--- config.mk ---
export PLATFORM = sky130hd
export DESIGN_NAME = branch_pattern_table
export DESIGN_NICKNAME = d
export VERILOG_FILES = /design/src/rtl/branch_pattern_table.sv
export SDC_FILE = /design/constraint.sdc
export NUM_CORES = 1
export LEC_CHECK = 0
export CAP_MARGIN = 20
export CORE_ASPECT_RATIO = 0.5
export CORE_MARGIN = 3
export CORE_UTILIZATION = 45
export CTS_CLUSTER_SIZE = 14
export DETAILED_ROUTE_END_ITERATION = 10
export GPL_TIMING_DRIVEN = 0
export PLACE_DENSITY = 0.6
export SLEW_MARGIN = 20
export SYNTH_ARGS = -nofsm -noshare
export SYNTH_HDL_FRONTEND = slang
export SYNTH_SLANG_ARGS = --single-unit
--- constraint.sdc ---
create_clock -name clk -period 2.6 [get_ports clk]
set_clock_uncertainty 0.05 [all_clocks]
set_input_delay 0.52 -clock clk [delete_from_list [all_inputs] [get_ports clk]]
set_output_delay 0.52 -clock clk [all_outputs]
set_load 0.005 [all_outputs]
--- src/rtl/branch_pattern_table.sv ---
`default_nettype none
// ============================================================================
// Module   : branch_pattern_table
// Purpose  : 2**IDX_W-entry table of CTR_W-bit saturating counters used for
//            dynamic branch prediction. Registered one-cycle lookup, update
//            bypass for same-cycle same-index read, optional gshare indexing
//            enabled by defining the macro BPT_GSHARE_EN.
// Revision : 1.0 - initial release
// ============================================================================
module branch_pattern_table #(
    parameter int IDX_W = 5,
    parameter int CTR_W = 2
) (
    input  logic             clk,
    input  logic             arst_n,
    input  logic             en,
    input  logic             rd_valid,
    input  logic [IDX_W-1:0] rd_addr,
    input  logic             upd_valid,
    input  logic [IDX_W-1:0] upd_idx,
    input  logic             upd_taken,
    output logic             pred_valid,
    output logic             pred_taken,
    output logic [CTR_W-1:0] pred_ctr,
    output logic [IDX_W-1:0] pred_idx
);

    localparam int             c_DEPTH   = 2 ** IDX_W;
    localparam logic [CTR_W-1:0] c_CTR_MAX = {CTR_W{1'b1}};
    // Weakly not-taken: the value just below the taken threshold.
    localparam logic [CTR_W-1:0] c_CTR_RST = CTR_W'((64'd1 << (CTR_W - 1)) - 64'd1);

    logic [CTR_W-1:0] r_table [c_DEPTH];
    logic             r_pred_valid;
    logic [CTR_W-1:0] r_pred_ctr;
    logic [IDX_W-1:0] r_pred_idx;

    logic [IDX_W-1:0] w_idx;
    logic [CTR_W-1:0] w_upd_cur;
    logic [CTR_W-1:0] w_upd_next;
    logic             w_upd_fire;
    logic [CTR_W-1:0] w_rd_ctr;

    assign w_upd_fire = en && upd_valid;

`ifdef BPT_GSHARE_EN
    logic [IDX_W-1:0] r_ghr;

    // Lookups hash the address with the pre-shift history.
    assign w_idx = rd_addr ^ r_ghr;

    generate
        if (IDX_W == 1) begin : g_ghr_one
            // Single-bit history simply remembers the last resolved outcome.
            always_ff @(posedge clk or negedge arst_n) begin
                if (!arst_n)
                    r_ghr <= '0;
                else if (w_upd_fire)
                    r_ghr <= upd_taken;
            end
        end else begin : g_ghr_shift
            // Shift each resolved outcome into the history LSB.
            always_ff @(posedge clk or negedge arst_n) begin
                if (!arst_n)
                    r_ghr <= '0;
                else if (w_upd_fire)
                    r_ghr <= {r_ghr[IDX_W-2:0], upd_taken};
            end
        end
    endgenerate
`else
    assign w_idx = rd_addr;
`endif

    assign w_upd_cur = r_table[upd_idx];

    // Saturating increment/decrement of the entry being trained.
    always_comb begin
        w_upd_next = w_upd_cur;
        if (upd_taken) begin
            if (w_upd_cur != c_CTR_MAX)
                w_upd_next = w_upd_cur + CTR_W'(1);
        end else begin
            if (w_upd_cur != '0)
                w_upd_next = w_upd_cur - CTR_W'(1);
        end
    end

    // Bypass: a lookup hitting the entry being updated sees the new value.
    always_comb begin
        w_rd_ctr = r_table[w_idx];
        if (w_upd_fire && (upd_idx == w_idx))
            w_rd_ctr = w_upd_next;
    end

    // Counter table storage; one entry written per enabled update.
    always_ff @(posedge clk or negedge arst_n) begin
        if (!arst_n) begin
            for (int i = 0; i < c_DEPTH; i++)
                r_table[i] <= c_CTR_RST;
        end else if (w_upd_fire) begin
            r_table[upd_idx] <= w_upd_next;
        end
    end

    // Registered prediction; ctr/idx hold when no lookup is requested.
    always_ff @(posedge clk or negedge arst_n) begin
        if (!arst_n) begin
            r_pred_valid <= 1'b0;
            r_pred_ctr   <= '0;
            r_pred_idx   <= '0;
        end else if (en) begin
            r_pred_valid <= rd_valid;
            if (rd_valid) begin
                r_pred_ctr <= w_rd_ctr;
                r_pred_idx <= w_idx;
            end
        end
    end

    assign pred_valid = r_pred_valid;
    assign pred_ctr   = r_pred_ctr;
    assign pred_idx   = r_pred_idx;
    assign pred_taken = r_pred_ctr[CTR_W-1];

endmodule
`default_nettype wire

==> qor.yml, run 1 <==
layout:
  final_cell_mix: "mux2_2 (72), dfrtp_1 (40), dfstp_2 (32)"
  drive_gt1_frac: 0.519
  nets: 389
  area_delta_synth_final_pct: 19.6
  layout_commonest_cell: "mux2_2"
  multi_input_area_um2: 2290
  ff_latch_area_um2: 1840
  diodes: 0
  fillers: 722
yosys:
  synthFlopType: "dfrtp_1"
  synth_edf_count: 0
  synth.area.top_cells: "dfrtp_1 (23%), dfstp_2 (20%), mux2_2 (19%)"
  avgSynthCellArea_um2: 12.9
  synth_top_area_frac: 0.234
  ys_types: 44
  synthArstFlopShare: 1.00
  synth_area_um2: 4280
  synth_seq_cells: 72
  synth-warning-count: 0
  synth_cells: 333
  synth_nets: 349
  seq_area_frac_synth: 0.430
  yosysTopAreaCell: "dfrtp_1"
die:
  ios: 25
  core_area_um2: 8980
  start_util: 0.477
  die_w_um: 144
  rows: 24
  die_h_um: 75.0
  dieArea_um2: 10800
power_and_ir_drop:
  p_leak_nw: 2.11
  clockPowerShare: 0.376
  p_comb_frac: 0.209
  internal-power_mw: 2.60
  power_density_nw_per_um2: 693
  ir_drop_v: 0.000389
  sw_frac_of_total: 0.268
  net-switching-power_mw: 0.951
  seqPwrFrac: 0.416
  power.total_mw: 3.55
global_route:
  grt_max_degree: 40
  grt_usage: 0.248
  globalRoute.totalOverflow: 0
  antenna_found_initial: 0
  first_global_vias: 3192
  grt_pass1_wl_mm: 19.4
detailed_routing:
  dr.first_iter.drc_count: 317
  vias_per_cell: 6.13
  routed_wl_mm: 12.2
  post-route-drc-count: 0
  num_vias: 3032
  first_pass_iters: 5
  wire_per_inst_um: 24.7
  ant_nets: 0
clocking:
  cts.reportedPaths.clkPinSlew_ns: 0.06
  cts_buffers: 9
  root_buffer: "clkbuf_16"
  clock_path_buffers: 2
  cts_tree: "built"
  cts_htree_levels: 3
  cts_hold_buf: 0
  cts_sinks: 72
  insertion_delay_ns: 0.34
worst_setup_path:
  critPathLaunchType: "primary input"
  cp_max_fo: 10
  critPathKind: "primary input to flip-flop"
  regToRegSetupSlack_ns: 0.38
  cp-startpoint: "upd_idx[4]"
  reg2reg_depth: 9
  crit_required_ns: 2.84
  r2r-start: "r_table[41]"
  critPathCaptureType: "flip-flop"
  crit_end: "r_table[54]"
  crit_arrival_ns: 2.73
  reg2reg_to: "r_table[54]"
placed_design:
  hpwlAfterDp_mm: 8.64
  pre_cts_slack_ns: -0.575
  port_buffers: 17
  place_congestion: 0.867
sta:
  setup_slack_ns: 0.111
  finalMaxSlewViolations: 0
  worstMarginPinSlew_ns: 1.12
  fin_crit_ns: 2.49
  rsz0062_at_grt: "no"
  max_slew_margin: 0.248
  fmax_mhz: 402
  finalHoldViolCount: 0
  fin_hold_ws_ns: 0.0982
  setup-violations-final: 0
  fin_crit_sh: 0.957
  timing.setup.tns_ns: 0
min_path:
  hold_class: "primary input to async pin"
flow_run:
  max-cap-violations: 0
run_status:
  status: "finished, final reports clean"
cell type report:
cell class | instances | share of cell area
Timing Repair Buffer | 30 | 0.0532
Inverter | 3 | 0.00220
Clock buffer | 10 | 0.0466
Clock inverter | 6 | 0.0161
Multi-Input combinational cell | 232 | 0.448
Sequential cell | 72 | 0.359
Buffer | 25 | 0.0462
Tap cell | 117 | 0.0286
logic make-up (layout without fill, tap and decap cells):
| group | after synthesis | in the layout | synth area share |
|---|---|---|---|
| DFF | 72 | 72 | 0.430 |
| buffers and inverters | 29 | 74 | 0.0564 |
| AOI/OAI and AO/OA | 31 | 31 | 0.0543 |
| xor gates and xnor gates | 5 | 5 | 0.0102 |
| and+or+nand+nor | 74 | 74 | 0.0844 |
| muxes | 122 | 122 | 0.365 |
synth_stat cells (all sizes together), types with 3 or more instances:
library cell and instances:
o21ai 6, o22ai 7, dfstp 32, mux4 20, nand2b 4, inv 3, nand2 13, xnor2 4
nor2 31, a21oi 7, nor4 3, dfrtp 40, nor3 6, clkbuf 3, buf 23, nand3 3
mux2i 30, mux2 72, or3b 3
stage by stage:
| stage | instances | util | instance area [um2] |
|---|---|---|---|
| 2_1_floorplan | 333 | - | 4280 |
| 3_3_place_gp | 467 | 0.512 | 4600 |
| 3_5_place_dp | 468 | 0.514 | 4620 |
| 4_1_cts | 495 | 0.569 | 5110 |
| 5_1_grt | 495 | 0.571 | 5120 |
| 6_report | 495 | 0.571 | 5120 |
repair_timing:
item | in CTS | in global routing
setup endpoints to repair | 66 | 64
gates cloned | 2 | 0
gates resized for setup | 20 | 3
setup buffers | 10 | 0
pin swaps | 7 | 1
per-layer routing:
layer,vias up,GRT usage,routed length (um)
met3,19,0.0654,816
met4,0,0.0564,158
met1,1599,0.363,5890
met2,104,0.373,5380
met5,-,0,0
li1,1310,-,-
sequential cells by signal, summed over array words and instances, names as in the netlist:
name	flops
pred_ctr	2
pred_idx	5
pred_valid	1
r_table	64
critical path: stages:
cell	delay, ns
dlygate4sd2_1	0.28
buf_6	0.16
or3b_4	0.46
o22ai_4	0.20
nor3_2	0.07
o211ai_2	0.25
o21ai_2	0.14
a21oi_4	0.18
buf_4	0.14
buf_6	0.15
mux2_2	0.17
power by group through the flow:
stage / clock [mW] / combinational [mW] / sequential [mW]
after floorplan: 0 / 0.466 / 1.44
after global placement: 0 / 0.660 / 1.47
after detailed placement: 0 / 0.679 / 1.48
after CTS: 1.36 / 0.730 / 1.47
after global routing: 1.41 / 0.786 / 1.50
final: 1.33 / 0.740 / 1.47
worst min path at each step:
stage	from	endpoint	slack (ns)	depth (start not counted)
6_report	arst_n	pred_idx[2]	0.1	1
5_1_grt	arst_n	pred_idx[2]	0.13	1
4_1_cts	arst_n	pred_idx[2]	0.11	1
3_5_place_dp	pred_idx[0]	pred_idx[0]	0.45	1
3_3_place_gp	pred_idx[3]	pred_idx[3]	0.44	1
2_1_floorplan	arst_n	pred_ctr[0]	0.17	0
No activity file was read; power rests on OpenSTA's default activity.
==> run 2, diff against run 1 <==
--- a/config.mk
+++ b/config.mk
@@ -13,7 +13,7 @@
 export DETAILED_ROUTE_END_ITERATION = 10
 export GPL_TIMING_DRIVEN = 0
 export PLACE_DENSITY = 0.6
-export SLEW_MARGIN = 20
+export REMOVE_ABC_BUFFERS = 1
 export SYNTH_ARGS = -nofsm -noshare
 export SYNTH_HDL_FRONTEND = slang
 export SYNTH_SLANG_ARGS = --single-unit
==> qor.yml, run 2 (synthesis results as in run 1) <==
sta:
  rsz0062_at_grt: "no"
  worstMarginPinSlew_ns: 0.934
  fmax_mhz: 395
  max_slew_margin: 0.377
  fin_crit_sh: 0.973
  fin_hold_ws_ns: 0.270
  finalHoldViolCount: 0
  setup-violations-final: 0
  fin_crit_ns: 2.53
  finalMaxSlewViolations: 0
  setup_slack_ns: 0.0705
power_and_ir_drop:
  p_leak_nw: 2.04
  ir_drop_v: 0.000292
  seqPwrFrac: 0.419
  internal-power_mw: 2.59
  sw_frac_of_total: 0.260
  power_density_nw_per_um2: 697
  net-switching-power_mw: 0.907
  clockPowerShare: 0.380
  power.total_mw: 3.49
  p_comb_frac: 0.201
clocking:
  root_buffer: "clkbuf_16"
  cts.reportedPaths.clkPinSlew_ns: 0.06
  insertion_delay_ns: 0.34
  cts_sinks: 72
  cts_htree_levels: 3
  clock_path_buffers: 2
  cts_hold_buf: 0
  cts_tree: "built"
  cts_buffers: 9
detailed_routing:
  ant_nets: 0
  dr.first_iter.drc_count: 244
  vias_per_cell: 6.08
  first_pass_iters: 5
  wire_per_inst_um: 23.2
  post-route-drc-count: 0
  routed_wl_mm: 11.2
  num_vias: 2939
layout:
  layout_commonest_cell: "mux2_2"
  finalInstanceArea_um2: 5010
  largest_register: "r_table"
  ff_latch_area_um2: 1840
  finalNonFillerCells: 483
  nets: 377
  largest_reg_flops: 64
  final_cell_mix: "mux2_2 (72), dfrtp_1 (40), dfstp_2 (32)"
  diodes: 0
  multi_input_area_um2: 2300
  fillers: 718
  drive_gt1_frac: 0.497
  area_delta_synth_final_pct: 16.9
min_path:
  hold_class: "primary input to async pin"
worst_setup_path:
  critPathKind: "primary input to flip-flop"
  critPathLaunchType: "primary input"
  crit_arrival_ns: 2.76
  cp_common_cell: "buf_4"
  crit_required_ns: 2.83
  cp_slowest_stage_delay_ns: 0.46
  critPathCaptureType: "flip-flop"
  critPathSlowestCell: "or3b_4"
  worstPathCellList: "clkdlybuf4s15_2 > or3b_4 > o22ai_1 > nor3_1 > o211ai_2 > nor3_4 > buf_4 > a21oi_4 > buf_4 > mux2_2"
  cp_max_fo: 11
die:
  start_util: 0.477
  core_area_um2: 8980
  die_w_um: 144
  rows: 24
  dieArea_um2: 10800
  die_h_um: 75.0
  ios: 25
placed_design:
  dp_cells: 450
  place_congestion: 0.880
  hpwlAfterDp_mm: 7.21
  pre_cts_slack_ns: -1.22
  placed_cell_area_um2: 4470
  port_buffers: 24
run_status:
  status: "finished, final reports clean"
global_route:
  grt_max_degree: 73
  first_global_vias: 3174
  antenna_found_initial: 0
  grt_pass1_wl_mm: 18.1
  globalRoute.totalOverflow: 0
  grt_usage: 0.227
flow_run:
  max-cap-violations: 0
## run 2: timing repair
item                       CTS  global route
pin swaps                    7             0
hold endpoints to repair     0             0
gates cloned                 2             0
gates resized for setup     32            11
setup endpoints to repair   66            66
setup buffers               15             0
## run 2: area by class of cell
| class | instances | share of cell area |
|---|---|---|
| Timing Repair Buffer | 41 | 0.0792 |
| Multi-Input combinational cell | 234 | 0.459 |
| Inverter | 3 | 0.00225 |
| Sequential cell | 72 | 0.368 |
| Clock buffer | 13 | 0.0500 |
| Clock inverter | 3 | 0.0130 |
| Tap cell | 117 | 0.0292 |
## run 2: worst max-delay path: cells and delay by family
family                 cells  cell delay, ns
buffers and inverters      3            0.72
AOI/OAI and AO/OA          3            0.68
and+or+nand+nor            3            0.65
muxes                      1            0.18
## run 2: final timing paths
kind / depth (start not counted) / from / slack, ns / endpoint
max in group asynchronous: 1 / arst_n / 1.62 / r_table[61]
max reg2reg: 8 / r_table[50] / 0.36 / r_table[37]
min reg2reg: 1 / pred_idx[2] / 0.45 / pred_idx[2]
min in group clk: 1 / pred_idx[2] / 0.45 / pred_idx[2]
max: 10 / upd_idx[3] / 0.07 / r_table[16]
min: 1 / arst_n / 0.27 / pred_idx[1]
## run 2: per-layer routing
metal  wire (um)  global-route usage
met1        4920               0.302
met2        4930               0.351
met3        1090              0.0812
met4         266              0.0793
met5           0                   0
## run 2: power by group through the flow
stage	Combinational [mW]	Clock (mW)	Sequential, mW
2_1_floorplan	0.387	0	1.44
6_report	0.701	1.33	1.46
5_1_grt	0.754	1.41	1.49
3_5_place_dp	0.621	0	1.48
4_1_cts	0.693	1.35	1.46
3_3_place_gp	0.605	0	1.46
## run 2: through the flow
stage	TNS (ns)	util
2_1_floorplan	0	-
3_3_place_gp	-214.90	0.494
3_5_place_dp	-77.28	0.498
4_1_cts	0	0.558
5_1_grt	0	0.558
6_report	0	0.558
==> run 3, diff against run 2 <==
--- a/config.mk
+++ b/config.mk
@@ -12,7 +12,7 @@
 export CTS_CLUSTER_SIZE = 14
 export DETAILED_ROUTE_END_ITERATION = 10
 export GPL_TIMING_DRIVEN = 0
-export PLACE_DENSITY = 0.6
+export PLACE_DENSITY = 0.74
 export REMOVE_ABC_BUFFERS = 1
 export SYNTH_ARGS = -nofsm -noshare
 export SYNTH_HDL_FRONTEND = slang
==> constraint.sdc (replaced) <==
create_clock -name clk -period 3 [get_ports clk]
set_clock_uncertainty 0.05 [all_clocks]
set_input_delay 0.6 -clock clk [delete_from_list [all_inputs] [get_ports clk]]
set_output_delay 0.6 -clock clk [all_outputs]
set_load 0.005 [all_outputs]
==> qor.yml, run 3 (synthesis results as in run 1) <==
detailed_routing:
  wire_per_inst_um: 21.8
  ant_nets: 0
  num_vias: 2951
  first_pass_iters: 5
  post-route-drc-count: 0
  routed_wl_mm: 10.5
  dr.first_iter.drc_count: 214
  vias_per_cell: 6.11
layout:
  fillers: 701
  area_delta_synth_final_pct: 16.5
  finalInstanceArea_um2: 4990
  largest_reg_flops: 64
  diodes: 0
  finalNonFillerCells: 483
  largest_register: "r_table"
  nets: 377
  final_cell_mix: "mux2_2 (72), dfrtp_1 (40), dfstp_2 (32)"
  drive_gt1_frac: 0.484
  layout_commonest_cell: "mux2_2"
worst_setup_path:
  cp-startpoint: "upd_idx[2]"
  crit_arrival_ns: 2.93
  cp_slowest_stage_delay_ns: 0.46
  reg2reg_depth: 8
  cp_common_cell: "buf_4"
  cp_max_fo: 11
  critPathLaunchType: "primary input"
  critPathSlowestCell: "nor3_4"
  critPathCaptureType: "flip-flop"
  cp_top_family: "simple AND/OR/NAND/NOR gates"
  worstPathCellList: "dlygate4sd2_1 > nand3b_1 > buf_4 > nor2_1 > o31a_1 > nor3_4 > a21oi_4 > buf_4 > mux2_2"
  critPathBufInv: 3
  critPathKind: "primary input to flip-flop"
  crit_required_ns: 3.17
  r2r-start: "r_table[50]"
  crit_cells: 9
sta:
  timing.setup.tns_ns: 0
  fin_crit_ns: 2.76
  setup-violations-final: 0
  finalHoldViolCount: 0
  rsz0062_at_grt: "no"
  fin_hold_ws_ns: 0.323
  setup_slack_ns: 0.237
  worstMarginPinSlew_ns: 0.914
  fin_crit_sh: 0.921
  finalMaxSlewViolations: 0
  fmax_mhz: 362
  max_slew_margin: 0.391
placed_design:
  port_buffers: 24
  place_congestion: 0.858
  pre_cts_slack_ns: -0.945
  hpwlAfterDp_mm: 6.69
  dp_cells: 449
  placed_cell_area_um2: 4450
flow_run:
  max-cap-violations: 0
power_and_ir_drop:
  net-switching-power_mw: 0.796
  sw_frac_of_total: 0.263
  clockPowerShare: 0.384
  p_leak_nw: 2.05
  p_comb_frac: 0.198
  ir_drop_v: 0.000301
  seqPwrFrac: 0.419
  power_density_nw_per_um2: 607
  internal-power_mw: 2.23
clocking:
  insertion_delay_ns: 0.34
  cts_hold_buf: 0
  clock_path_buffers: 2
  root_buffer: "clkbuf_16"
  cts_sinks: 72
  cts_htree_levels: 3
  cts_tree: "built"
  cts_buffers: 9
  cts.reportedPaths.clkPinSlew_ns: 0.06
global_route:
  globalRoute.totalOverflow: 0
  antenna_found_initial: 0
  grt_max_degree: 73
  first_global_vias: 3166
  grt_pass1_wl_mm: 17.1
  grt_usage: 0.213
die:
  ios: 25
  start_util: 0.477
  dieArea_um2: 10800
  core_area_um2: 8980
  die_w_um: 144
  rows: 24
  die_h_um: 75.0
run_status:
  status: "finished, final reports clean"
min_path:
  hold_class: "primary input to async pin"
==> run 3: changes by cell type in the layout (fill, tap and decap cells not counted), sizes merged <==
| cell | change |
|---|---|
| buf | -2 |
| clkbuf | -3 |
| clkdlybuf4s15 | -1 |
| clkdlybuf4s18 | -1 |
| clkinv | +2 |
| clkinvlp | +1 |
| dlygate4sd2 | +3 |
| dlymetal6s2s | +1 |
==> run 3: path summary, 6_finish.rpt <==
path,end,slack [ns]
worst max register to register,r_table[37],0.69
max in group asynchronous,r_table[43],1.96
min in group clk,pred_idx[2],0.45
worst min-delay path,r_table[19],0.32
worst max-delay path,r_table[37],0.24
worst min register to register,pred_idx[2],0.45
==> run 3: stage by stage <==
stage                util  power, mW
floorplan               -       1.58
global placement    0.494       1.78
detailed placement  0.496       1.81
CTS                 0.551       3.03
global route        0.556       3.15
finish              0.556       3.03
==> run 3: worst register-to-register path, cell delays in order (launching register included) <==
cell	delay [ns]
dfstp_2	0.38
mux2i_1	0.22
o22a_1	0.18
o21ai_0	0.10
nor4_2	0.28
o221a_1	0.41
a21oi_4	0.09
buf_4	0.20
mux2_2	0.28
==> run 3: cell type report <==
| class | instances | area [um2] | share of cell area |
|---|---|---|---|
| clock buffers | 10 | 239 | 0.0479 |
| clock inverters | 6 | 82.6 | 0.0165 |
| inverters | 3 | 11.3 | 0.00226 |
| multi-input cells | 234 | 2280 | 0.457 |
| flip-flops and latches | 72 | 1840 | 0.369 |
| well taps | 117 | 146 | 0.0293 |
| repair buffers | 41 | 388 | 0.0777 |
==> run 3: layer usage <==
| layer | vias to the layer above | routed length, um | track usage |
|---|---|---|---|
| li1 | 1297 | - | - |
| met1 | 1537 | 4640 | 0.282 |
| met2 | 93 | 4910 | 0.324 |
| met3 | 24 | 723 | 0.0704 |
| met4 | 0 | 240 | 0.0950 |
| met5 | - | 0 | 0 |
==> run 3: power groups by stage <==
stage / Sequential, mW / Combinational [mW] / Clock, mW
after global routing: 1.29 / 0.641 / 1.22
after CTS: 1.26 / 0.592 / 1.18
after detailed placement: 1.28 / 0.535 / 0
final: 1.27 / 0.598 / 1.16
after floorplan: 1.24 / 0.336 / 0
after global placement: 1.27 / 0.519 / 0
==> run 3: repair_timing <==
item | in CTS | in global routing
gates resized for setup | 17 | 3
endpoints found under the setup margin | 66 | 66
cloned | 2 | 0
buffers inserted | 11 | 4
pin swaps | 5 | 2
